### config.mk
export PLATFORM = sky130hd
export DESIGN_NAME = max_pool_stream
export DESIGN_NICKNAME = d
export VERILOG_FILES = /design/src/rtl/max_pool_stream_pkg.sv /design/src/rtl/max_pool_stream_chan.sv /design/src/rtl/max_pool_stream.sv
export SDC_FILE = /design/constraint.sdc
export NUM_CORES = 2
export LEC_CHECK = 0
export BUFFER_PORTS_ARGS = -buffer_cell sky130_fd_sc_hd__buf_2
export CORE_ASPECT_RATIO = 1.2
export CORE_MARGIN = 5
export CORE_UTILIZATION = 50
export DETAILED_ROUTE_END_ITERATION = 8
export GPL_TIMING_DRIVEN = 0
export PLACE_DENSITY = 0.81
export SYNTH_ARGS = -nofsm -noshare
export SYNTH_HDL_FRONTEND = slang
export SYNTH_HIERARCHICAL = 1
export SYNTH_SLANG_ARGS = --single-unit
### constraint.sdc
create_clock -name clk -period 5.39 [get_ports clk]
set_input_delay 1.078 -clock clk [delete_from_list [all_inputs] [get_ports clk]]
set_output_delay 1.078 -clock clk [all_outputs]
set_load 0.005 [all_outputs]
### src/rtl/max_pool_stream_pkg.sv
// ---------------------------------------------------------------------------
// max_pool_stream_pkg
// Shared definitions for the streaming KxK max-pooling block:
//   - default geometry/width parameters
//   - row_phase_t: what the row buffer does when a horizontal window closes
//   - out_dim / idx_w: helpers for the pooled size and counter widths
// ---------------------------------------------------------------------------
package max_pool_stream_pkg;

    localparam int DEF_CH      = 3;
    localparam int DEF_DATA_BW = 32;
    localparam int DEF_IMG_W   = 12;
    localparam int DEF_IMG_H   = 12;
    localparam int DEF_POOL_K  = 2;

    // Role of the current input row inside a pooling window.
    typedef enum logic [1:0] {
        ROW_FIRST = 2'd0,   // first row: overwrite the row buffer entry
        ROW_MID   = 2'd1,   // middle row: fold into the row buffer entry
        ROW_LAST  = 2'd2    // last row: produce the pooled result
    } row_phase_t;

    // Pooled dimension; ragged remainders are dropped.
    function automatic int out_dim(input int img, input int k);
        return img / k;
    endfunction

    // Index width able to address n entries (at least one bit).
    function automatic int idx_w(input int n);
        return (n > 1) ? $clog2(n) : 1;
    endfunction

endpackage

### src/rtl/max_pool_stream_chan.sv
// ---------------------------------------------------------------------------
// max_pool_stream_chan
// One channel of the max-pooling datapath: horizontal running max (hmax),
// the channel's slice of the partial-maxima row buffer and the result reg.
// Ports:
//   clk, reset_n  clock / synchronous active-high reset
//   beat          input beat valid
//   first_col     beat is the first column of a horizontal window
//   col_done      beat closes a horizontal window inside the pooled area
//   row_phase     role of the current row inside the vertical window
//   addr          output-column index (row buffer entry)
//   din           channel sample
//   dout          pooled maximum, updated when a full window closes
// ---------------------------------------------------------------------------
module max_pool_stream_chan
    import max_pool_stream_pkg::*;
#(
    parameter int DATA_BW = DEF_DATA_BW,
    parameter int OUT_W   = 6,
    parameter int AW      = 3,
    parameter int SIGNED  = 1
) (
    input  logic               clk,
    input  logic               reset_n,
    input  logic               beat,
    input  logic               first_col,
    input  logic               col_done,
    input  row_phase_t         row_phase,
    input  logic [AW-1:0]      addr,
    input  logic [DATA_BW-1:0] din,
    output logic [DATA_BW-1:0] dout
);

    // Ties keep the first operand, so the earlier sample wins on equality.
    function automatic logic [DATA_BW-1:0] max2(input logic [DATA_BW-1:0] a,
                                                input logic [DATA_BW-1:0] b);
        logic gt;
        if (SIGNED != 0) gt = ($signed(b) > $signed(a));
        else             gt = (b > a);
        return gt ? b : a;
    endfunction

    logic [DATA_BW-1:0] rbuf [OUT_W];
    logic [DATA_BW-1:0] hmax;
    logic [DATA_BW-1:0] hv;
    logic [DATA_BW-1:0] rd;

    assign hv = max2(hmax, din);
    assign rd = rbuf[addr];

    // Horizontal running max, restarted at the first column of each window.
    always_ff @(posedge clk) begin
        if (reset_n) begin
            hmax <= '0;
        end else if (beat) begin
            hmax <= first_col ? din : hv;
        end
    end

    // Row buffer has no reset: the first row of every window overwrites its
    // entry before it is ever read, so stale contents never reach dout.
    always_ff @(posedge clk) begin
        if (!reset_n && col_done) begin
            case (row_phase)
                ROW_FIRST: rbuf[addr] <= hv;
                ROW_MID:   rbuf[addr] <= max2(rd, hv);
                default:   ;
            endcase
        end
    end

    // Pooled result for the window that closes on this beat.
    always_ff @(posedge clk) begin
        if (reset_n) begin
            dout <= '0;
        end else if (col_done && (row_phase == ROW_LAST)) begin
            dout <= max2(rd, hv);
        end
    end

endmodule

### src/rtl/max_pool_stream.sv
// ---------------------------------------------------------------------------
// max_pool_stream
// Streaming KxK / stride-K max pooling over a raster-order feature map,
// CH channels in lockstep. Keeps one row of partial maxima per channel.
// Ports:
//   clk        rising-edge clock
//   reset_n    synchronous reset, ACTIVE-HIGH despite the name
//   i_sof      with i_valid: beat is pixel (0,0), realigns the counters
//   i_valid    input beat valid (no backpressure)
//   i_data     channel c at [c*DATA_BW +: DATA_BW]
//   o_valid    single-cycle pooled beat valid, 1 clk after the closing beat
//   o_data     pooled maxima, same packing as i_data
//   o_last     with o_valid: last pooled pixel of the frame
//   o_sof_err  1-cycle pulse: i_sof arrived while not at (0,0)
// POOL_K must be 2..4 and IMG_W, IMG_H must be at least POOL_K.
// ---------------------------------------------------------------------------
module max_pool_stream
    import max_pool_stream_pkg::*;
#(
    parameter int CH      = DEF_CH,
    parameter int DATA_BW = DEF_DATA_BW,
    parameter int IMG_W   = DEF_IMG_W,
    parameter int IMG_H   = DEF_IMG_H,
    parameter int POOL_K  = DEF_POOL_K,
    parameter int SIGNED  = 1
) (
    input  logic                  clk,
    input  logic                  reset_n,
    input  logic                  i_sof,
    input  logic                  i_valid,
    input  logic [CH*DATA_BW-1:0] i_data,
    output logic                  o_valid,
    output logic [CH*DATA_BW-1:0] o_data,
    output logic                  o_last,
    output logic                  o_sof_err
);

    localparam int OUT_W = out_dim(IMG_W, POOL_K);
    localparam int OUT_H = out_dim(IMG_H, POOL_K);
    localparam int CW    = idx_w(IMG_W);
    localparam int RW    = idx_w(IMG_H);
    localparam int KW    = idx_w(POOL_K);
    localparam int OCW   = idx_w(OUT_W + 1);
    localparam int AW    = idx_w(OUT_W);

    localparam logic [CW-1:0] COL_MAX  = CW'(IMG_W - 1);
    localparam logic [CW-1:0] COL_USED = CW'(OUT_W * POOL_K - 1);
    localparam logic [RW-1:0] ROW_MAX  = RW'(IMG_H - 1);
    localparam logic [RW-1:0] ROW_USED = RW'(OUT_H * POOL_K - 1);
    localparam logic [KW-1:0] K_MAX    = KW'(POOL_K - 1);

    logic [CW-1:0]  col, cur_col;
    logic [RW-1:0]  row, cur_row;
    logic [KW-1:0]  kc, cur_kc;
    logic [KW-1:0]  kr, cur_kr;
    logic [OCW-1:0] oc, cur_oc;

    logic       col_wrap, row_wrap, kc_wrap, kr_wrap;
    logic       in_win, col_done, emit, sof_err, kc_first;
    row_phase_t row_phase;

    // An i_sof beat is treated as pixel (0,0) regardless of where the
    // counters were, so everything downstream works on the forced position.
    always_comb begin
        cur_col = col;
        cur_row = row;
        cur_kc  = kc;
        cur_kr  = kr;
        cur_oc  = oc;
        if (i_sof) begin
            cur_col = '0;
            cur_row = '0;
            cur_kc  = '0;
            cur_kr  = '0;
            cur_oc  = '0;
        end
    end

    assign col_wrap = (cur_col == COL_MAX);
    assign row_wrap = (cur_row == ROW_MAX);
    assign kc_wrap  = (cur_kc == K_MAX);
    assign kr_wrap  = (cur_kr == K_MAX);
    assign kc_first = (cur_kc == '0);

    // Ragged right columns / bottom rows are counted but never pooled.
    assign in_win   = (cur_col <= COL_USED) && (cur_row <= ROW_USED);
    assign col_done = i_valid && in_win && kc_wrap;
    assign emit     = col_done && kr_wrap;
    assign sof_err  = i_valid && i_sof && ((col != '0) || (row != '0));

    // Row role inside the vertical window.
    always_comb begin
        row_phase = ROW_MID;
        if (cur_kr == '0) row_phase = ROW_FIRST;
        else if (kr_wrap) row_phase = ROW_LAST;
    end

    // Raster counters plus window-local kc/kr and the output column oc.
    // kc restarts at every new row so ragged widths cannot skew windows.
    always_ff @(posedge clk) begin
        if (reset_n) begin
            col <= '0;
            row <= '0;
            kc  <= '0;
            kr  <= '0;
            oc  <= '0;
        end else if (i_valid) begin
            if (col_wrap) begin
                col <= '0;
                kc  <= '0;
                oc  <= '0;
                row <= row_wrap ? '0 : cur_row + RW'(1);
                kr  <= (row_wrap || kr_wrap) ? '0 : cur_kr + KW'(1);
            end else begin
                col <= cur_col + CW'(1);
                kc  <= kc_wrap ? '0 : cur_kc + KW'(1);
                oc  <= kc_wrap ? cur_oc + OCW'(1) : cur_oc;
                row <= cur_row;
                kr  <= cur_kr;
            end
        end
    end

    // Output strobes, registered alongside the channel result registers.
    always_ff @(posedge clk) begin
        if (reset_n) begin
            o_valid   <= 1'b0;
            o_last    <= 1'b0;
            o_sof_err <= 1'b0;
        end else begin
            o_valid   <= emit;
            o_last    <= emit && (cur_col == COL_USED) && (cur_row == ROW_USED);
            o_sof_err <= sof_err;
        end
    end

    for (genvar c = 0; c < CH; c++) begin : g_chan
        max_pool_stream_chan #(
            .DATA_BW (DATA_BW),
            .OUT_W   (OUT_W),
            .AW      (AW),
            .SIGNED  (SIGNED)
        ) u_chan (
            .clk       (clk),
            .reset_n   (reset_n),
            .beat      (i_valid),
            .first_col (kc_first),
            .col_done  (col_done),
            .row_phase (row_phase),
            .addr      (cur_oc[AW-1:0]),
            .din       (i_data[c*DATA_BW +: DATA_BW]),
            .dout      (o_data[c*DATA_BW +: DATA_BW])
        );
    end

endmodule

Yosys cells after proc, flatten, opt, wreduce, memory -nomap -nowiden:

Memories as Yosys holds them, arrays and structs flattened.
Index checks and enable logic that the tools add are counted.
W data, S select, Z words.

* flip-flop bits (word level): 208
* memory bits (writable): 576
* output and inout bits: 99
* logic and storage cells: 101
* memories: 3

* add/subtract/negate cells: 5
* order comparisons: 8
* equal/unequal tests: 4
* muxes and demuxes: 48
* bitwise logic cells: 3
* reduce and logical (&&, ||, !) cells: 16

Memory list
* g_chan[0].u_chan.rbuf: words 6, bits a word 32, rd ports 1, clocked after memory_dff 0, wr ports 1, RTL line max_pool_stream_chan.sv:43 `logic [DATA_BW-1:0] rbuf [OUT_W];`
* g_chan[1].u_chan.rbuf: words 6, bits a word 32, rd ports 1, clocked after memory_dff 0, wr ports 1, RTL line max_pool_stream_chan.sv:43
* g_chan[2].u_chan.rbuf: words 6, bits a word 32, rd ports 1, clocked after memory_dff 0, wr ports 1, RTL line max_pool_stream_chan.sv:43

Operator list (number)
* $mux W32: 15
* $gt A32 B32 Y1: 6
* $mux W1: 24
* $mux W4: 5
* $logic_and A1 B1 Y1: 10
* $mux W3: 3
* $add A4 B1 Y4 const B: 2
* $eq A4 B4 Y1 const B: 2
* $le A4 B4 Y1 const B: 2
* $reduce_bool A4 Y1: 2
* $add A3 B1 Y3 const B: 1
* $or A1 B1 Y1: 3
* $add A1 B1 Y1 const B: 2
* $eq A2 B1 Y1 const B: 1
* $eq A2 B2 Y1 const B: 1
* $logic_not A2 Y1: 1
* $logic_or A1 B1 Y1: 2
* $mux W2: 1
* $logic_not A1 Y1: 1

Logic depth before layout (Yosys ltp):

* depth after elaboration: 9
* gate-level depth with buffers: 21
* depth with buffers taken out: 19

Hierarchy:

The synthesis kept the hierarchy.

Modules (own cells, without submodules)
* max_pool_stream_chan (g_chan[0].u_chan): instances 1, cells each 1072, area each 13102.6 µm², seq. area each 7046.8 µm²
* max_pool_stream_chan (g_chan[1].u_chan): instances 1, cells each 1104, area each 13060.0 µm², seq. area each 7046.8 µm²
* max_pool_stream_chan (g_chan[2].u_chan): instances 1, cells each 952, area each 12047.8 µm², seq. area each 7046.8 µm²
* max_pool_stream: instances 1, cells each 99, area each 858.3 µm², seq. area each 320.3 µm²

Worst setup path before layout:

OpenSTA, ideal clock, no wires.

* path type: input-to-reg
* start point: in i_sof
* end point: mem g_chan[2].u_chan/rbuf[0][0] in the netlist's numbering (enable)
* data arrival time: 5.322 ns
* slack: -0.433 ns
* stages: 6
* path buffers: 4
* path through: clkbuf_1 -> nor2b_1 -> clkbuf_1 -> clkbuf_1 -> clkbuf_1 -> nor4_1

* elaborated cells between the ends (all ways): 21

RTL lines
* start: declaration: RTL line max_pool_stream.sv:29 `input logic i_sof,`
* $mux W3: RTL line max_pool_stream.sv:70 `if (i_sof) begin`
* named net cur_oc[0]: RTL line max_pool_stream.sv:56 `logic [OCW-1:0] oc, cur_oc;`
* end: declaration: RTL line max_pool_stream_chan.sv:43

The timed path passes the listed nets, and every way through them passes these cells.

Final worst setup path:

* start point: in i_data[45]
* end point: reg g_chan[1].u_chan.dout[7]

* word-level cells in the longest chain between the ends: 6

Ends and longest elaborated chain
* start: declaration: RTL line max_pool_stream.sv:31 `input logic [CH*DATA_BW-1:0] i_data,`
* $gt A32 B32 Y1: RTL line max_pool_stream_chan.sv:38 `if (SIGNED != 0) gt = ($signed(b) > $signed(a));`
* $mux W32 (*): RTL line max_pool_stream_chan.sv:40 `return gt ? b : a;`
* $gt A32 B32 Y1: RTL line max_pool_stream_chan.sv:38
* $mux W1: RTL line max_pool_stream_chan.sv:76 `end else if (col_done && (row_phase == ROW_LAST)) begin`
* $mux W1: RTL line max_pool_stream_chan.sv:74 `if (reset_n) begin`
* $mux W32 (*): RTL line max_pool_stream_chan.sv:40
* end signal: assignment: RTL line max_pool_stream_chan.sv:77 `dout <= max2(rd, hv);`
* end: declaration: RTL line max_pool_stream_chan.sv:31 `output logic [DATA_BW-1:0] dout`

Mark *: on every way between the ends. The rest lies on a longest branch, timed or not. The select of a mux whose other input is x is not followed.
A chain may end at the register's enable or synchronous reset.

==> qor.txt <==
Synth cell types: 97
H-tree Lvls: 3
f_max: 188 MHz
GPL Wtd Cong: 0.948
clock slew at reported path FFs: 0.06 ns
max cap viols: 0
final-report max-slew violation count: 0
row cnt: 112
Layout area overhead: 15.4%
sequential power share: 0.473
max_slew headroom: 0.305
TritonRoute pass-1 iters: 5
outcome: complete, no violations
CTS tree: done
largest fanout on the critical path: 10
count of flip-flops with a built-in enable after synthesis: 576
fin crit share: 0.986
drt wl/cell: 23.3 µm
nets: 3837
Non-Filler Instances: 4636
internal cell power: 10600 µW
DR vias/cell: 6.17
final setup fails: 0
combinational power share: 0.150
Worst EP arrival: 5.83 ns
Synth Instances: 3227
Port Buffers: 198
final worst setup slack: 0.0777 ns
die height: 316 µm
Worst-Margin Slew: 1.04 ns
worst endpoint required time: 5.91 ns
Mean Syn Cell Area: 12.1 µm²
critical path class: input port to register
Initial Utilization: 0.503
via count: 28608
register area share after synthesis: 0.549
Tot GR Track Use: 0.247
total clock sinks: 784
Worst R2R Setup Slack: 0.19 ns
Post-Syn Area: 0.0391 mm²
Lkg Pwr: 0.0172 µW
post-route minimum period: 5.31 ns
final setup skew: 0.0235 ns
global-route wire length before repair: 162000 µm
crit end category: register
initial drt markers: 2787
ys flop type: edfxtp_1
die area: 0.0839 mm²
HPWL after DPL: 75900 µm
# placed instances: 4475
core area: 0.0776 mm²
DRC viols: 0
switching share of total power: 0.265
crit start category: input port
Clock Latency Late Sink: 0.65 ns
largest net degree at the start of global routing: 33
warnings from Yosys: 6
Async SR Flop Fraction: 0
Fin. Hold Viols: 0
switching pwr: 3810 µW
root buffer cell: clkbuf_16
clock group share of total power: 0.377
initial antenna violation count: 3
PD cells: 319 mW/mm²
pre-CTS WS: -2.03 ns
hold_ws: 0.462 ns
CTS buffer count: 77
VDD IR max: 0.000316 V
hold crit path type: register to register
layout cells sized above 1: 0.221
post-route ant nets: 0
DIE WIDTH: 265 µm
WL final: 108000 µm
vias in the first global route: 27926
Ports: 199
gr ovfl total: 0
post-synthesis register bit count: 784
clock buffer depth: 3
through the flow:
stage	area [µm²]	power (µW)	util	TNS, ns
floorplan	39100	8290	-	0
global placement	41400	8840	0.533	-573.07
detailed placement	41700	8910	0.537	-167.61
CTS	44600	14400	0.575	0
global route	45100	14900	0.581	-2.00
finish	45100	14400	0.581	0
path summary, 6_finish.rpt:
check,start,endpoint,cells after the start
min reg2reg,oc[1]$_SDFFE_PP0P_,oc[1]$_SDFFE_PP0P_,2
max,i_data[45],g_chan[1].u_chan/dout[7]$_SDFFE_PP0P_,19
min,oc[1]$_SDFFE_PP0P_,oc[1]$_SDFFE_PP0P_,2
max reg2reg,g_chan[1].u_chan/hmax[13]$_SDFFE_PP0P_,g_chan[1].u_chan/dout[7]$_SDFFE_PP0P_,19
power groups by stage:
stage / combinational, µW / clock (µW) / sequential, µW
after floorplan: 1370 / 0 / 6920
after global placement: 1910 / 0 / 6930
after detailed placement: 1980 / 0 / 6930
after CTS: 2050 / 5500 / 6810
after global routing: 2350 / 5760 / 6820
final: 2160 / 5430 / 6810
kinds of logic after synthesis:
kind of cell	count (synthesis)	share of synthesized area
AO/OA/AOI/OAI	787	0.164
other	1	0.0000960
flip-flops	784	0.549
buffers and inverters	416	0.0484
adder cells (fa/ha/maj)	195	0.0624
AND/OR/NAND/NOR	698	0.0859
multiplexers	346	0.0902
routing by layer:
layer | part of all wire | vias up | GRT usage
met3 | 0.085 | 306 | 0.0441
met2 | 0.48 | 1451 | 0.414
met5 | 0.00011 | - | 0
met4 | 0.049 | 2 | 0.109
li1 | - | 12982 | -
met1 | 0.39 | 13867 | 0.316
final cells by class:
type	instances	area, µm²
Buffer	203	1240
Clock inverter	41	494
Multi-Input combinational cell	2035	16300
Sequential cell	784	21500
Fill cell	6062	32600
Inverter	211	792
Antenna cell	3	7.51
Timing Repair Buffer	230	1380
Tap cell	1026	1280
Clock buffer	103	2100
state kept, by name (all words and copies together) (netlist names):
| signal | count |
|---|---|
| o_valid | 1 |
| col | 4 |
| kr | 1 |
| g_chan.u_chan/rbuf | 576 |
| kc | 1 |
| o_sof_err | 1 |
| g_chan.u_chan/dout | 96 |
| g_chan.u_chan/hmax | 96 |
| o_last | 1 |
| row | 4 |
| oc | 3 |
repair_timing:
item	in CTS	in global routing
pin swaps	3	14
gates resized for setup	92	98
setup buffers	3	13
setup endpoints to repair	96	96
hold buffers	0	0
cells in the final DEF (no fill, tap or decap), types with 32 or more instances in the layout:
cell type and count:
ha_1 194, nor2_1 209, o221a_2 52, buf_2 229, o21ai_1 43, clkbuf_1 98, a22oi_1 106, inv_1 210
clkbuf_16 78, mux2_2 50, mux2i_1 280, o21ai_0 81, nand4_1 32, nand2_1 240, nor4_1 67, edfxtp_1 576
o221ai_1 40, dfxtp_1 208, a21oi_1 204, o221ai_2 103
synth_stat cells (7+ instances only):
| library cell | count | area, µm² |
|---|---|---|
| a211oi_1 | 9 | 67.6 |
| a21o_1 | 14 | 105 |
| a21oi_1 | 212 | 1060 |
| a221oi_1 | 14 | 123 |
| a22o_1 | 16 | 140 |
| a22oi_1 | 106 | 796 |
| a31oi_1 | 16 | 100 |
| and2_1 | 8 | 50.1 |
| and3_1 | 10 | 62.6 |
| buf_1 | 17 | 63.8 |
| buf_2 | 39 | 195 |
| buf_4 | 9 | 67.6 |
| buf_6 | 13 | 146 |
| clkbuf_1 | 114 | 428 |
| dfxtp_1 | 208 | 4160 |
| edfxtp_1 | 576 | 17300 |
| ha_1 | 195 | 2440 |
| inv_1 | 210 | 788 |
| mux2_2 | 50 | 563 |
| mux2i_1 | 296 | 2960 |
| nand2_1 | 241 | 905 |
| nand2b_1 | 10 | 62.6 |
| nand3_1 | 22 | 110 |
| nand4_1 | 32 | 200 |
| nor2_1 | 216 | 811 |
| nor2b_1 | 26 | 163 |
| nor3_1 | 15 | 75.1 |
| nor4_1 | 73 | 457 |
| o211ai_1 | 7 | 52.6 |
| o21ai_0 | 88 | 440 |
| o21ai_1 | 37 | 185 |
| o221a_2 | 52 | 586 |
| o221ai_1 | 40 | 350 |
| o221ai_2 | 120 | 1800 |
worst max-delay path, cell delays in order:
cell and delay (ns):
buf_2 0.15, ha_1 0.33, a21o_1 0.18, a21o_1 0.17, a221o_1 0.31, o31a_1 0.33, o21ba_2 0.29, buf_4 0.23
o221ai_4 0.31, inv_1 0.09, ha_1 0.32, nand4_1 0.23, nor2_1 0.11, a221oi_2 0.40, a31oi_2 0.19, o31a_1 0.34
a21oi_2 0.31, buf_4 0.31, o221ai_2 0.14
(Power assumes the default switching activity.)
